## src/rtl/msrv32_pkg.sv

```systemverilog
// Shared types and constants for the msrv32 instruction-fetch stage.
package msrv32_pkg;

    localparam logic [31:0] NOP_INSTR = 32'h0000_0013;

    typedef struct packed {
        logic [31:0] instr;
        logic [31:0] pc;
        logic        misaligned;
    } fetch_entry_t;

    typedef enum logic [1:0] {
        S_BOOT,
        S_RUN,
        S_HALT
    } ifetch_state_t;

endpackage

```

## src/rtl/msrv32_fetch_fifo.sv

```systemverilog
// Small circular instruction buffer between the AHB data phase and decode.
module msrv32_fetch_fifo
    import msrv32_pkg::*;
#(
    parameter int DEPTH = 3
) (
    input  logic                           clk_in,
    input  logic                           rst_in,
    input  logic                           clear,
    input  logic                           push,
    input  fetch_entry_t                   push_data,
    input  logic                           pop,
    output fetch_entry_t                   head,
    output logic [$clog2(DEPTH+1)-1:0]     count
);

    localparam int PW = $clog2(DEPTH);
    localparam int CW = $clog2(DEPTH + 1);
    localparam logic [PW-1:0] LAST = PW'(DEPTH - 1);

    fetch_entry_t  mem_reg [DEPTH];
    logic [PW-1:0] rd_ptr_reg, wr_ptr_reg;
    logic [CW-1:0] count_reg;

    // Callers never push when full or pop when empty; the credit rule upstream guarantees it.
    always_ff @(posedge clk_in or negedge rst_in) begin
        if (!rst_in) begin
            rd_ptr_reg <= '0;
            wr_ptr_reg <= '0;
            count_reg  <= '0;
        end else if (clear) begin
            rd_ptr_reg <= '0;
            wr_ptr_reg <= '0;
            count_reg  <= '0;
        end else begin
            if (push)
                wr_ptr_reg <= (wr_ptr_reg == LAST) ? '0 : wr_ptr_reg + 1'b1;
            if (pop)
                rd_ptr_reg <= (rd_ptr_reg == LAST) ? '0 : rd_ptr_reg + 1'b1;
            if (push && !pop)
                count_reg <= count_reg + 1'b1;
            else if (pop && !push)
                count_reg <= count_reg - 1'b1;
        end
    end

    always_ff @(posedge clk_in) begin
        if (push && !clear)
            mem_reg[wr_ptr_reg] <= push_data;
    end

    assign head  = mem_reg[rd_ptr_reg];
    assign count = count_reg;

endmodule

```

## src/rtl/msrv32_ifetch.sv

```systemverilog
// Fetch stage: owns the fetch PC, issues pipelined AHB-lite word reads and queues results for decode.
module msrv32_ifetch
    import msrv32_pkg::*;
#(
    parameter logic [31:0] RESET_PC   = 32'h0000_0000,
    parameter int          FIFO_DEPTH = 3
) (
    input  logic        clk_in,
    input  logic        rst_in,
    input  logic [31:0] pc_mux_in,
    input  logic        flush_in,
    output logic [31:0] pc_out,
    output logic        imem_req_out,
    output logic [31:0] imem_addr_out,
    input  logic        imem_ready_in,
    input  logic [31:0] imem_rdata_in,
    output logic        instr_valid_out,
    input  logic        instr_ready_in,
    output logic [31:0] instr_out,
    output logic [31:0] instr_pc_out,
    output logic        instr_misaligned_out
);

    localparam int CW = $clog2(FIFO_DEPTH + 1);
    localparam logic [CW:0] DEPTH_W = (CW + 1)'(FIFO_DEPTH);

    ifetch_state_t state_reg, state_next;
    logic [31:0]   pc_reg, pc_next;
    logic [31:0]   tag_reg, tag_next;
    logic          outstanding_reg, outstanding_next;
    logic          discard_reg, discard_next;

    logic [CW-1:0] count;
    logic [CW:0]   credit_used;
    fetch_entry_t  head, push_data;
    logic          accept, complete, mis_push, push, pop, valid;

    // An outstanding data phase reserves a FIFO slot so a returning word always has room.
    assign credit_used  = {1'b0, count} + (CW + 1)'(outstanding_reg);
    assign imem_req_out = (state_reg == S_RUN) && !flush_in && (pc_reg[1:0] == 2'b00)
                          && (credit_used < DEPTH_W);
    assign accept   = imem_req_out && imem_ready_in;
    assign complete = outstanding_reg && imem_ready_in;
    // The marker waits for any in-flight word so program order is kept.
    assign mis_push = (state_reg == S_RUN) && !flush_in && (pc_reg[1:0] != 2'b00)
                      && !outstanding_reg && ({1'b0, count} < DEPTH_W);
    assign push     = !flush_in && ((complete && !discard_reg) || mis_push);
    assign valid    = (count != '0);
    assign pop      = valid && instr_ready_in && !flush_in;

    always_comb begin
        push_data = '{instr: imem_rdata_in, pc: tag_reg, misaligned: 1'b0};
        if (mis_push)
            push_data = '{instr: NOP_INSTR, pc: pc_reg, misaligned: 1'b1};
    end

    always_comb begin
        state_next       = state_reg;
        pc_next          = pc_reg;
        tag_next         = tag_reg;
        outstanding_next = outstanding_reg;
        discard_next     = discard_reg;

        case (state_reg)
            S_BOOT:  state_next = S_RUN;
            S_RUN:   if (mis_push) state_next = S_HALT;
            S_HALT:  state_next = S_HALT;
            default: state_next = S_BOOT;
        endcase

        if (accept) begin
            pc_next          = pc_mux_in;
            tag_next         = pc_reg;
            outstanding_next = 1'b1;
        end else if (complete) begin
            outstanding_next = 1'b0;
        end

        if (complete)
            discard_next = 1'b0;

        if (flush_in) begin
            state_next = S_RUN;
            pc_next    = pc_mux_in;
            if (outstanding_reg && !imem_ready_in)
                discard_next = 1'b1;
        end
    end

    always_ff @(posedge clk_in or negedge rst_in) begin
        if (!rst_in) begin
            state_reg       <= S_BOOT;
            pc_reg          <= RESET_PC;
            tag_reg         <= '0;
            outstanding_reg <= 1'b0;
            discard_reg     <= 1'b0;
        end else begin
            state_reg       <= state_next;
            pc_reg          <= pc_next;
            tag_reg         <= tag_next;
            outstanding_reg <= outstanding_next;
            discard_reg     <= discard_next;
        end
    end

    msrv32_fetch_fifo #(.DEPTH(FIFO_DEPTH)) u_fifo (
        .clk_in    (clk_in),
        .rst_in    (rst_in),
        .clear     (flush_in),
        .push      (push),
        .push_data (push_data),
        .pop       (pop),
        .head      (head),
        .count     (count)
    );

    assign pc_out               = pc_reg;
    assign imem_addr_out        = {pc_reg[31:2], 2'b00};
    assign instr_valid_out      = valid;
    assign instr_out            = valid ? head.instr : NOP_INSTR;
    assign instr_pc_out         = valid ? head.pc : 32'h0;
    assign instr_misaligned_out = valid && head.misaligned;

endmodule

```

## config.mk

```make
export PLATFORM = sky130hd
export DESIGN_NAME = msrv32_ifetch
export DESIGN_NICKNAME = d
export VERILOG_FILES = /design/src/rtl/msrv32_pkg.sv /design/src/rtl/msrv32_fetch_fifo.sv /design/src/rtl/msrv32_ifetch.sv
export SDC_FILE = /design/constraint.sdc
export NUM_CORES = 1
export LEC_CHECK = 0
export CORE_ASPECT_RATIO = 1.1
export CORE_UTILIZATION = 30
export DETAILED_ROUTE_END_ITERATION = 10
export GPL_ROUTABILITY_DRIVEN = 0
export GPL_TIMING_DRIVEN = 0
export MAX_ROUTING_LAYER = met4
export PLACE_DENSITY_LB_ADDON = 0.1
export RECOVER_POWER = 25
export SLEW_MARGIN = 20
export SYNTH_ARGS = -nofsm -noshare
export SYNTH_HDL_FRONTEND = slang
export SYNTH_SLANG_ARGS = --single-unit
```

## constraint.sdc

```tcl
create_clock -name clk_in -period 4.8 [get_ports clk_in]
set_input_delay 1.44 -clock clk_in [delete_from_list [all_inputs] [get_ports clk_in]]
set_output_delay 1.44 -clock clk_in [all_outputs]
set_load 0.02 [all_outputs]
```

Word-level counts from Yosys, hierarchy flattened
Memories as Yosys holds them, arrays and structs flattened. Cells that the tools add are included. W data, S select, Z words.

Bits in registers: 74. RAM bits: 195. Bits of input ports: 69. Output and inout port bits: 131. Logic and storage cells: 78. Memories: 1.

$add $sub $neg: 5. Order comparisons: 2. Eq/ne operators: 5. Muxes and demuxes: 24. Reductions and logical operators: 33.

Memories: u_fifo.mem_reg (words 3, bits a word 65, read ports 1, clocked after memory_dff 0, write ports 1, line msrv32_fetch_fifo.sv:21) `fetch_entry_t mem_reg [DEPTH];`.

Operator list (count): $mux W32 (4); $mux W65 (1); $mux W2 (11); $logic_and A1 B1 Y1 (17); $reduce_bool A2 Y1 (6); $mux W1 (7); $add A2 B1 Y2 const B (3); $eq A2 B2 Y1 const B (3); $logic_not A1 Y1 (6); $pmux W2 S3 (1); $logic_not A2 Y1 (2); $add A2 B1 Y3 (1); $lt A3 B2 Y1 const B (1); $ne A3 B3 Y1 const B (1); $reduce_bool A3 Y1 (1); $eq A2 B1 Y1 const B (1); $lt A2 B2 Y1 const B (1); $sub A2 B1 Y2 const B (1); $logic_or A1 B1 Y1 (1).

Logic depth before layout (Yosys ltp)
Gate-level depths: netlist (run 1).

Depth in word-level cells: 12. Depth in mapped cells: 7.

By module
A second synthesis (run 1) with hierarchy kept.

Cells, all modules: 788. Area total of the unflattened synthesis: 11803.8 um^2.

By module, submodules not included: msrv32_fetch_fifo (instances 1, cells each 442, area each 7529.7 um^2, seq. area each 6005.8 um^2); msrv32_ifetch (instances 1, cells each 346, area each 4274.1 um^2, seq. area each 1701.6 um^2).

Worst setup path before layout (run 1)
OpenSTA, ideal clock, no wires.

Path type: input -> register. Start point: in flush_in. End point: mem u_fifo.mem_reg[1][0] in the netlist's numbering (enable). Arrival: 4.770 ns. Slack: -0.458 ns. Stages: 3. Cell sequence: buf_6 -> or3b_2 -> nor2_1.

Word-level cells in the longest chain between the ends: 10.

RTL lines: start, declared (line msrv32_ifetch.sv:11) `input logic flush_in,`; $logic_not A1 Y1 * (line msrv32_fetch_fifo.sv:48, msrv32_ifetch.sv:45, msrv32_ifetch.sv:47); $logic_and A1 B1 Y1 (2 in series) (line msrv32_ifetch.sv:45) `assign mis_push = (state_reg == S_RUN) && !flush_in && (pc_reg[1:0] != 2'b00)`; $logic_and A1 B1 Y1 (2 in series) (line msrv32_ifetch.sv:46) `&& !outstanding_reg && ({1'b0, count} < DEPTH_W);`; $logic_or A1 B1 Y1 (line msrv32_ifetch.sv:47) `assign push = !flush_in && ((complete && !discard_reg) || mis_push);`; $logic_and A1 B1 Y1 (line msrv32_ifetch.sv:47); $logic_and A1 B1 Y1 * (line msrv32_fetch_fifo.sv:48) `if (push && !clear)`; $mux W1 * (line msrv32_fetch_fifo.sv:48); $mux W1 (not written as such) * (line msrv32_fetch_fifo.sv:49) `mem_reg[wr_ptr_reg] <= push_data;`; end, declared (line msrv32_fetch_fifo.sv:21).

Every way passes the cells marked *; elsewhere a longest branch is shown, timed or not.

Final worst setup path (run 1)
Start point: in flush_in. End point: out imem_req_out.

Word-level cells in the longest chain between the ends: 4.

RTL lines: $logic_not A1 Y1 (line msrv32_ifetch.sv:40) `assign imem_req_out = (state_reg == S_RUN) && !flush_in && (pc_reg[1:0] == 2'b00)`; $logic_and A1 B1 Y1 (2 in series) (line msrv32_ifetch.sv:40); $logic_and A1 B1 Y1 (line msrv32_ifetch.sv:41) `&& (credit_used < DEPTH_W);`; end, declared (line msrv32_ifetch.sv:13) `output logic imem_req_out,`.

Every way passes these cells.

==> results of run 1 <==
[report_power, final]
part | switching (mW) | internal, mW | leakage (nW) | total, mW
combinational | 1.21 | 1.11 | 2.28 | 2.32
clock | 0.885 | 1.26 | 0.454 | 2.15
sequential | 0.158 | 3.08 | 2.68 | 3.23
[logic make-up (layout without fill, tap and decap cells)]
| kind of cell | count (synthesis) | count (layout) | synth area share, % |
|---|---|---|---|
| compound gates | 17 | 17 | 1.23 |
| xor+xnor | 1 | 1 | 0.0755 |
| fa+ha+maj | 4 | 4 | 0.431 |
| buf+inv | 78 | 339 | 4.61 |
| flops | 269 | 269 | 66.4 |
| mux | 227 | 227 | 21.6 |
| other cells | 1 | 4 | 0.0323 |
| simple gates | 126 | 126 | 5.57 |
[layer usage]
layer / vias up / global-route usage [%] / share of wire, %
met2: 161 / 22.4 / 48
met5: - / - / 0
met1: 3169 / 17.7 / 45
met3: 30 / 3.12 / 6.0
met4: 0 / 3.23 / 1.6
li1: 3095 / - / -
[final cells by class]
type | instances | area [µm²] | share of cell area (%)
Timing Repair Buffer | 204 | 2100 | 13.8
Inverter | 8 | 30.0 | 0.198
Clock inverter | 6 | 27.5 | 0.181
Clock buffer | 51 | 901 | 5.93
Multi-Input combinational cell | 377 | 3350 | 22.1
Tap cell | 500 | 626 | 4.12
Sequential cell | 269 | 7710 | 50.7
Buffer | 70 | 444 | 2.92
Antenna cell | 2 | 5.00 | 0.0329
[path summary, 6_finish.rpt]
| check | from | endpoint | slack [ps] | cells past startpoint |
|---|---|---|---|---|
| worst max-delay path | flush_in | imem_req_out | 310 | 5 |
| worst min-delay path | tag_reg[1] | tag_reg[1] | 480 | 1 |
| worst max register to register | outstanding_reg | u_fifo.mem_reg[2][29] | 1180 | 7 |
| worst min register to register | tag_reg[1] | tag_reg[1] | 480 | 1 |
| max in group asynchronous | rst_in | tag_reg[24] | 1440 | 2 |
| min in group asynchronous | rst_in | pc_out[10] | 1300 | 1 |
[metrics by stage]
stage                     hold slack (ps)  cells
after CTS                             486   1485
after global placement                466   1421
final                                 484   1487
after global routing                  497   1487
after detailed placement              471   1428
after floorplan                       449    724
[layout by cell type (no fill, tap or decap), types with 2 or more instances in the layout]
master / n
buf_6: 5
conb_1: 2
clkbuf_16: 31
a31oi_1: 2
and3b_1: 2
a21oi_1: 4
and2_1: 2
clkdlybuf4s50_1: 194
diode_2: 2
buf_4: 34
buf_12: 3
mux2i_1: 69
clkinv_1: 2
o22ai_1: 2
clkinv_2: 4
inv_1: 8
edfxtp_1: 195
clkbuf_8: 5
dlygate4sd3_1: 2
buf_2: 13
dfrtp_1: 74
mux2_4: 10
mux2_2: 129
or2_1: 3
or3b_2: 2
o21ai_0: 2
buf_16: 2
nor2_1: 65
ha_1: 4
or3_1: 2
nand2b_1: 3
mux2_1: 19
clkbuf_1: 34
nand2_1: 6
nor2b_1: 32
==> qor.csv, run 1 <==
stage,metric,value,unit
setup_path,worst path bufs/invs,3,
sta,"Slew Viols, Final",28,
global_route,initial antenna violation count,3,
setup_path,top cell family by delay on the critical path,buffers and inverters,
global_route,GRT overflow,0,
cells_and_area,max FFs per register,195,
clock_network,Worst-path clk slew,60,ps
cells_and_area,synth-to-layout area growth,31.0,%
clock_network,Root Buffer,clkbuf_16,
setup_path,critical path's slowest cell,clkdlybuf4s50_1,
detailed_routing,Post-DRT Antenna Nets,0,
synthesis,ys flop type,edfxtp_1,
clock_network,Worst-Skew Late Latency,550,ps
setup_path,critical path endpoint category,output port,
sta,fin crit share,93.5,%
pwr,worst vdd ir,257,µV
synthesis,"area leader, netlist",edfxtp_1,
setup_path,most frequent cell on the critical path,clkdlybuf4s50_1,
setup_path,worst setup path category,input pin to output port,
pwr,leakage power,5.41,nW
detailed_routing,WL final,26.6,mm
sta,Max Fclk,223,MHz
die,die area,0.0395,mm²
sta,max_slew headroom,-9.48,%
sta,setup_tns,0,ps
die,initial core utilization,30.4,%
placed_design,Post-DP Area,0.0144,mm²
status,violated checks,"max-capacitance violations, max-slew violations",
detailed_routing,via/cell ratio,4.34,
synthesis,share of the yosys chip area belonging to registers,66.4,%
clock_network,CTS tree,yes,
sta,Fin. Hold Viols,0,
setup_path,WP data required,3360,ps
synthesis,average size of a mapped cell,16.0,µm²
synthesis,Synth top cells by count,"195 x edfxtp_1, 145 x mux2_2, 74 x dfrtp_1",
detailed_routing,drt first pass iters,4,
global_route,first-pass GRT wire length,40.7,mm
min_path,hold crit path type,register to register,
setup_path,worst path cell trace,clkdlybuf4s50_1 -> buf_6 -> nor3b_4 -> and2_1 -> clkdlybuf4s50_1,
cells_and_area,share of layout cells above drive strength 1,25.3,%
synthesis,share of synthesized registers carrying an async set or reset,27.5,%
synthesis,top cell type's share of synthesized area,50.5,%
detailed_routing,DRC,0,
placed_design,Final HPWL DP,17.2,mm
clock_network,CTS Buffer Depth,3,
cells_and_area,fill count,3640,
pwr,Power per Cell Area,507,mW/mm²
cells_and_area,fin util,39.9,%
sta,setup slack after layout,312,ps
sta,RSZ-0062 raised after global routing,false,
run,max cap viols,1,
synthesis,number of flops mapped to enable cells by yosys,195,
placed_design,worst slack at placement,178,ps
detailed_routing,WL/cell,17.9,µm
clock_network,post-CTS setup buffer count,0,
setup_path,critical path arrival,3050,ps
die,CORE AREA,0.0381,mm²
status,status,finished with violations,
sta,worst slew pin tran,1640,ps
synthesis,synth top area cells,"edfxtp_1 50%, dfrtp_1 16%, mux2_2 14%",
clock_network,clk sinks,269,
placed_design,Port Buf Inserts,197,
synthesis,"count leader, synth",edfxtp_1,
die,num ports,200,
setup_path,critical path startpoint category,input pin,
synthesis,Synth warnings,0,
sta,setup skew after layout,19.9,ps
sta,final-report setup violation count,0,
pwr,Overall Power,7.71,mW
global_route,GR Util All Layers,13.9,%
synthesis,Post-Synthesis Cells,723,
clock_network,post-cts hold buffer count,0,
clock_network,Resize count post-CTS,0,
global_route,largest net degree at the start of global routing,49,
global_route,vias in the first global route,6764,
clock_network,Num CTS Buffers,31,
setup_path,slowest cell delay on critical path,640,ps
synthesis,area of the mapped netlist,0.0116,mm²
synthesis,Netlist cell types,40,
setup_path,Worst Path Max Fanout,10,
synthesis,#FFs+latches synth,269,
die,Die Y-Extent,208,µm
detailed_routing,drt initial violations,216,
detailed_routing,detailed-route via count,6455,
die,Die W,189,µm
die,FP Rows,75,
cells_and_area,fin nets,1034,
sta,final critical-path required period,4490,ps
clock_network,htree depth,1,
cells_and_area,Post-Layout Inst Area,0.0152,mm²
No activity file was read; power rests on OpenSTA's default activity.
==> run 2, diff against run 1 <==
--- a/config.mk
+++ b/config.mk
@@ -5,6 +5,8 @@
 export SDC_FILE = /design/constraint.sdc
 export NUM_CORES = 1
 export LEC_CHECK = 0
+export CELL_PAD_IN_SITES_DETAIL_PLACEMENT = 1
+export CELL_PAD_IN_SITES_GLOBAL_PLACEMENT = 1
 export CORE_ASPECT_RATIO = 1.1
 export CORE_UTILIZATION = 30
 export DETAILED_ROUTE_END_ITERATION = 10
==> run 2 against run 1 <==
  * The run still ends with max-capacitance violations, max-slew violations left
  * Sequential share of layout area fell by 0.41 points
  * Clock power rose by 12%
  * Combinational power about the same
  * Register-to-register slack improved by 20 ps
  * Non-clock buffer count is 1 lower
  * Final area increased by 0.81%
  * Clock skew rose by 0.65 ps
==> qor.csv, run 2 (same netlist as run 1, synthesis figures left out) <==
stage,metric,value,unit
sta,worst slew pin tran,1510,ps
placed_design,Port Buf Inserts,197,
sta,setup skew after layout,20.6,ps
min_path,Hold Startpoint,tag_reg[3],
setup_path,r2r worst-path depth,7,
setup_path,critical path endpoint category,output port,
die,Die W,189,µm
setup_path,R2R Setup Slk,1200,ps
clock_network,post-CTS setup buffer count,0,
clock_network,Root Buffer,clkbuf_16,
sta,RSZ-0062 raised after global routing,false,
setup_path,critical path startpoint category,input pin,
clock_network,CTS Buffer Depth,3,
detailed_routing,drt first pass iters,4,
setup_path,WP data required,3360,ps
setup_path,Critical R2R Launch,outstanding_reg,
detailed_routing,WL/cell,18.8,µm
setup_path,Worst Path Max Fanout,10,
clock_network,Worst-Skew Late Latency,560,ps
clock_network,Resize count post-CTS,0,
placed_design,Final HPWL DP,18.1,mm
global_route,GR Util All Layers,14.8,%
setup_path,worst path cell trace,clkdlybuf4s50_1 -> buf_6 -> nor3b_4 -> and2_1 -> clkdlybuf4s50_1,
setup_path,slowest cell delay on critical path,610,ps
global_route,initial antenna violation count,0,
status,violated checks,"max-capacitance violations, max-slew violations",
clock_network,Worst-path clk slew,60,ps
die,num ports,200,
min_path,Worst Hold Path EP,tag_reg[3],
cells_and_area,max FFs per register,195,
clock_network,post-cts hold buffer count,0,
sta,Fin. Hold Viols,0,
clock_network,CTS tree,yes,
cells_and_area,diode count,0,
min_path,WHS Path Cells,1,
die,FP Rows,75,
status,status,finished with violations,
pwr,leakage power,5.48,nW
die,Die Y-Extent,208,µm
setup_path,most frequent cell on the critical path,clkdlybuf4s50_1,
setup_path,critical path arrival,3110,ps
sta,max_slew headroom,-0.668,%
global_route,vias in the first global route,7342,
sta,Max Fclk,220,MHz
cells_and_area,fin nets,1033,
detailed_routing,DRC,0,
pwr,Power per Cell Area,521,mW/mm²
cells_and_area,synth-to-layout area growth,32.1,%
die,initial core utilization,30.4,%
cells_and_area,Register Area,0.00771,mm²
die,die area,0.0395,mm²
clock_network,htree depth,1,
sta,fin crit share,94.8,%
sta,final critical-path required period,4550,ps
detailed_routing,via/cell ratio,4.45,
global_route,first-pass GRT wire length,43.4,mm
sta,final-report setup violation count,0,
cells_and_area,final std cells w/o fill,1484,
setup_path,critical path's slowest cell,clkdlybuf4s50_1,
cells_and_area,fin util,40.2,%
cells_and_area,"commonest non-fill, non-tap cells in the layout","195 x edfxtp_1, 194 x clkdlybuf4s50_1, 131 x mux2_2",
placed_design,dpl cells,1427,
detailed_routing,drt initial violations,200,
cells_and_area,share of layout cells above drive strength 1,26.4,%
clock_network,clk sinks,269,
run,max cap viols,1,
detailed_routing,Post-DRT Antenna Nets,0,
setup_path,worst flop-to-flop path endpoint,u_fifo.mem_reg[2][59],
die,CORE AREA,0.0381,mm²
sta,"Slew Viols, Final",28,
setup_path,worst setup path category,input pin to output port,
pwr,worst vdd ir,264,µV
detailed_routing,detailed-route via count,6603,
detailed_routing,WL final,27.8,mm
min_path,hold crit path type,register to register,
cells_and_area,footprint of the multi-input gates,0.00335,mm²
clock_network,Num CTS Buffers,31,
global_route,largest net degree at the start of global routing,49,
global_route,GRT overflow,0,
cells_and_area,fill count,3904,
cells_and_area,"commonest non-fill, non-tap cell in the layout",edfxtp_1,
## run 2: stage by stage
stage	hold slack (ps)	setup TNS (ps)	setup slack, ps	area (µm²)	power (mW)
floorplan	449	0	630	11600	4.72
global placement	467	-345570	-1600	14200	5.67
detailed placement	469	0	95.2	14400	5.73
CTS	486	0	83.3	15400	8.19
global route	513	0	167	15300	8.42
finish	487	0	252	15300	7.98
## run 2: layout make-up
class,count,share of cell area [%]
multi-input cells,377,21.9
repair buffers,203,13.7
flip-flops and latches,269,50.3
plain buffers,70,2.90
inverters,8,0.196
well taps,500,4.08
clock inverters,14,1.14
clock buffers,43,5.75
## run 2: how the worst max path moves through the flow
stage                                from                     to  slack (ps)  depth (start not counted)
after floorplan                  flush_in   u_fifo.mem_reg[1][0]         630                          3
after global placement           flush_in  u_fifo.mem_reg[1][11]       -1600                          4
after detailed placement         flush_in           imem_req_out         100                          5
after CTS                        flush_in           imem_req_out          80                          5
after global routing      u_fifo.count[1]        instr_pc_out[0]         170                          4
final                            flush_in           imem_req_out         250                          5
## run 2: power by group
group          leakage (nW)  internal (mW)  switching (mW)
sequential             2.68           3.08           0.159
clock                 0.522           1.49           0.924
combinational          2.28           1.11            1.22
total                  5.48           5.67            2.30
## run 2: metal layers
metal	wire length, µm	global-route usage, %	part of all wire [%]
met5	0	-	0
met4	480	3.92	1.7
met3	1500	3.02	5.4
met2	14100	25.6	50
met1	11800	17.5	42
## run 2: critical path, delay by kind of cell
family / cells / cell delay (ps)
buf+inv: 3 / 1270
simple gates: 2 / 400
==> run 3, diff against run 2 <==
--- a/config.mk
+++ b/config.mk
@@ -8,7 +8,8 @@
 export CELL_PAD_IN_SITES_DETAIL_PLACEMENT = 1
 export CELL_PAD_IN_SITES_GLOBAL_PLACEMENT = 1
 export CORE_ASPECT_RATIO = 1.1
-export CORE_UTILIZATION = 30
+export CORE_MARGIN = 2
+export CORE_UTILIZATION = 40
 export DETAILED_ROUTE_END_ITERATION = 10
 export GPL_ROUTABILITY_DRIVEN = 0
 export GPL_TIMING_DRIVEN = 0
==> run 3 against run 2 <==
  * The run still ends with max-capacitance violations, max-slew violations left
  * Sequential power hardly changed
  * Largest power group unchanged
  * Clock power down 4%
  * Hold slack about the same
  * Non-clock buffer count stayed put
  * Clock-buffer cell count shrank 6
  * Global-route usage grew 3.1 points
  * Highest routed layer unchanged
  * Sequential share of layout area is 0.73 points higher
==> qor.csv, run 3 (same netlist as run 1, synthesis figures left out) <==
stage,metric,value,unit
status,status,finished with violations,
sta,setup skew after layout,8.31,ps
sta,"Slew Viols, Final",77,
clock_network,clk sinks,269,
global_route,GRT overflow,0,
clock_network,Num CTS Buffers,29,
cells_and_area,fin util,52.7,%
die,Die W,166,µm
sta,Max Fclk,218,MHz
placed_design,Post-DP Area,0.0142,mm²
min_path,Worst Hold Path EP,tag_reg[1],
clock_network,CTS tree,yes,
clock_network,htree depth,1,
cells_and_area,"commonest non-fill, non-tap cells in the layout","195 x clkdlybuf4s50_1, 195 x edfxtp_1, 130 x mux2_2",
clock_network,CTS Buffer Depth,3,
global_route,GR Util All Layers,17.9,%
run,max cap viols,2,
cells_and_area,footprint of the multi-input gates,0.00335,mm²
setup_path,R2R Setup Slk,1190,ps
sta,Fin. Hold Viols,0,
cells_and_area,Post-Layout Inst Area,0.0151,mm²
detailed_routing,detailed-route via count,6609,
placed_design,worst slack at placement,69.2,ps
detailed_routing,DRC,0,
setup_path,r2r worst-path depth,7,
cells_and_area,fin nets,1031,
sta,max_slew headroom,-34.5,%
status,violated checks,"max-capacitance violations, max-slew violations",
cells_and_area,Register Area,0.00771,mm²
die,Die Y-Extent,183,µm
cells_and_area,synth-to-layout area growth,30.2,%
sta,fin crit share,95.5,%
pwr,Overall Power,7.87,mW
cells_and_area,share of layout cells above drive strength 1,26.0,%
global_route,largest net degree at the start of global routing,42,
detailed_routing,Post-DRT Antenna Nets,0,
die,num ports,200,
detailed_routing,via/cell ratio,4.90,
global_route,first-pass GRT wire length,41.5,mm
clock_network,Worst-Skew Late Latency,540,ps
cells_and_area,diode count,0,
clock_network,post-CTS setup buffer count,0,
setup_path,critical path endpoint category,output port,
sta,worst slew pin tran,2020,ps
pwr,leakage power,5.46,nW
min_path,hold crit path type,register to register,
setup_path,WP data required,3360,ps
clock_network,Root Buffer,clkbuf_16,
sta,RSZ-0062 raised after global routing,false,
die,FP Rows,65,
clock_network,Worst-path clk slew,60,ps
detailed_routing,WL/cell,19.6,µm
setup_path,critical path arrival,3150,ps
setup_path,Worst Path Max Fanout,10,
sta,final critical-path required period,4590,ps
pwr,Power per Cell Area,521,mW/mm²
sta,final-report setup violation count,0,
clock_network,post-cts hold buffer count,0,
detailed_routing,drt first pass iters,4,
pwr,worst vdd ir,273,µV
detailed_routing,WL final,26.4,mm
setup_path,Critical R2R Launch,pc_out[1],
clock_network,Resize count post-CTS,0,
die,CORE AREA,0.0286,mm²
die,die area,0.0304,mm²
min_path,Hold Startpoint,tag_reg[1],
cells_and_area,max FFs per register,195,
global_route,initial antenna violation count,0,
placed_design,Port Buf Inserts,197,
setup_path,worst setup path category,input pin to output port,
placed_design,Final HPWL DP,17.9,mm
die,initial core utilization,40.5,%
sta,WHS,487,ps
detailed_routing,drt initial violations,224,
sta,setup slack after layout,214,ps
global_route,vias in the first global route,7491,
setup_path,critical path startpoint category,input pin,
setup_path,worst flop-to-flop path endpoint,u_fifo.mem_reg[2][14],
cells_and_area,fill count,2718,
min_path,WHS Path Cells,1,
-- run 3: cell count changes in the layout (fill, tap and decap cells not counted), sizes merged --
cell           before  now
clkbuf             63   56
clkdlybuf4s50     194  195
clkinv              9   10
dlygate4sd3         2    1
dlymetal6s2s        0    1
inv                 8    9
-- run 3: layout make-up --
| type | count | share of cell area [%] |
|---|---|---|
| tap | 368 | 3.05 |
| sequential | 269 | 51.0 |
| clock buffer | 37 | 5.48 |
| multi-input combinational | 377 | 22.2 |
| clock inverter | 16 | 1.20 |
| inverter | 8 | 0.199 |
| buffer | 70 | 2.94 |
| timing repair buffer | 203 | 13.9 |
-- run 3: report_power, final --
group          internal (mW)  switching (mW)  total [mW]
logic                   1.10            1.21        2.32
clock network           1.42           0.887        2.31
registers               3.08           0.170        3.25
-- run 3: per-stage QoR --
stage | setup TNS (ps) | cells
6_report | 0 | 1348
3_3_place_gp | -250110 | 1289
2_1_floorplan | 0 | 724
3_5_place_dp | 0 | 1295
4_1_cts | 0 | 1348
5_1_grt | 0 | 1348
-- run 3: critical path, stage by stage --
cell	delay (ps)
clkdlybuf4s50_1	490
buf_6	180
nor3b_4	230
and2_1	190
clkdlybuf4s50_1	620
-- run 3: how the worst max path moves through the flow --
stage	end	depth (start not counted)	slack (ps)	start
6_report	imem_req_out	5	210	flush_in
5_1_grt	pc_out[25]	2	30	rst_in
4_1_cts	imem_req_out	5	60	flush_in
3_5_place_dp	imem_req_out	5	70	flush_in
3_3_place_gp	u_fifo.mem_reg[1][55]	4	-1300	flush_in
2_1_floorplan	u_fifo.mem_reg[1][0]	3	630	flush_in
-- run 3: routing by layer --
| metal | vias to the layer above | wire length (µm) | track usage (%) |
|---|---|---|---|
| li1 | 3080 | - | - |
| met1 | 3346 | 10700 | 20.7 |
| met2 | 148 | 14000 | 32.6 |
| met3 | 35 | 1230 | 3.19 |
| met4 | 0 | 435 | 4.10 |
| met5 | - | 0 | - |
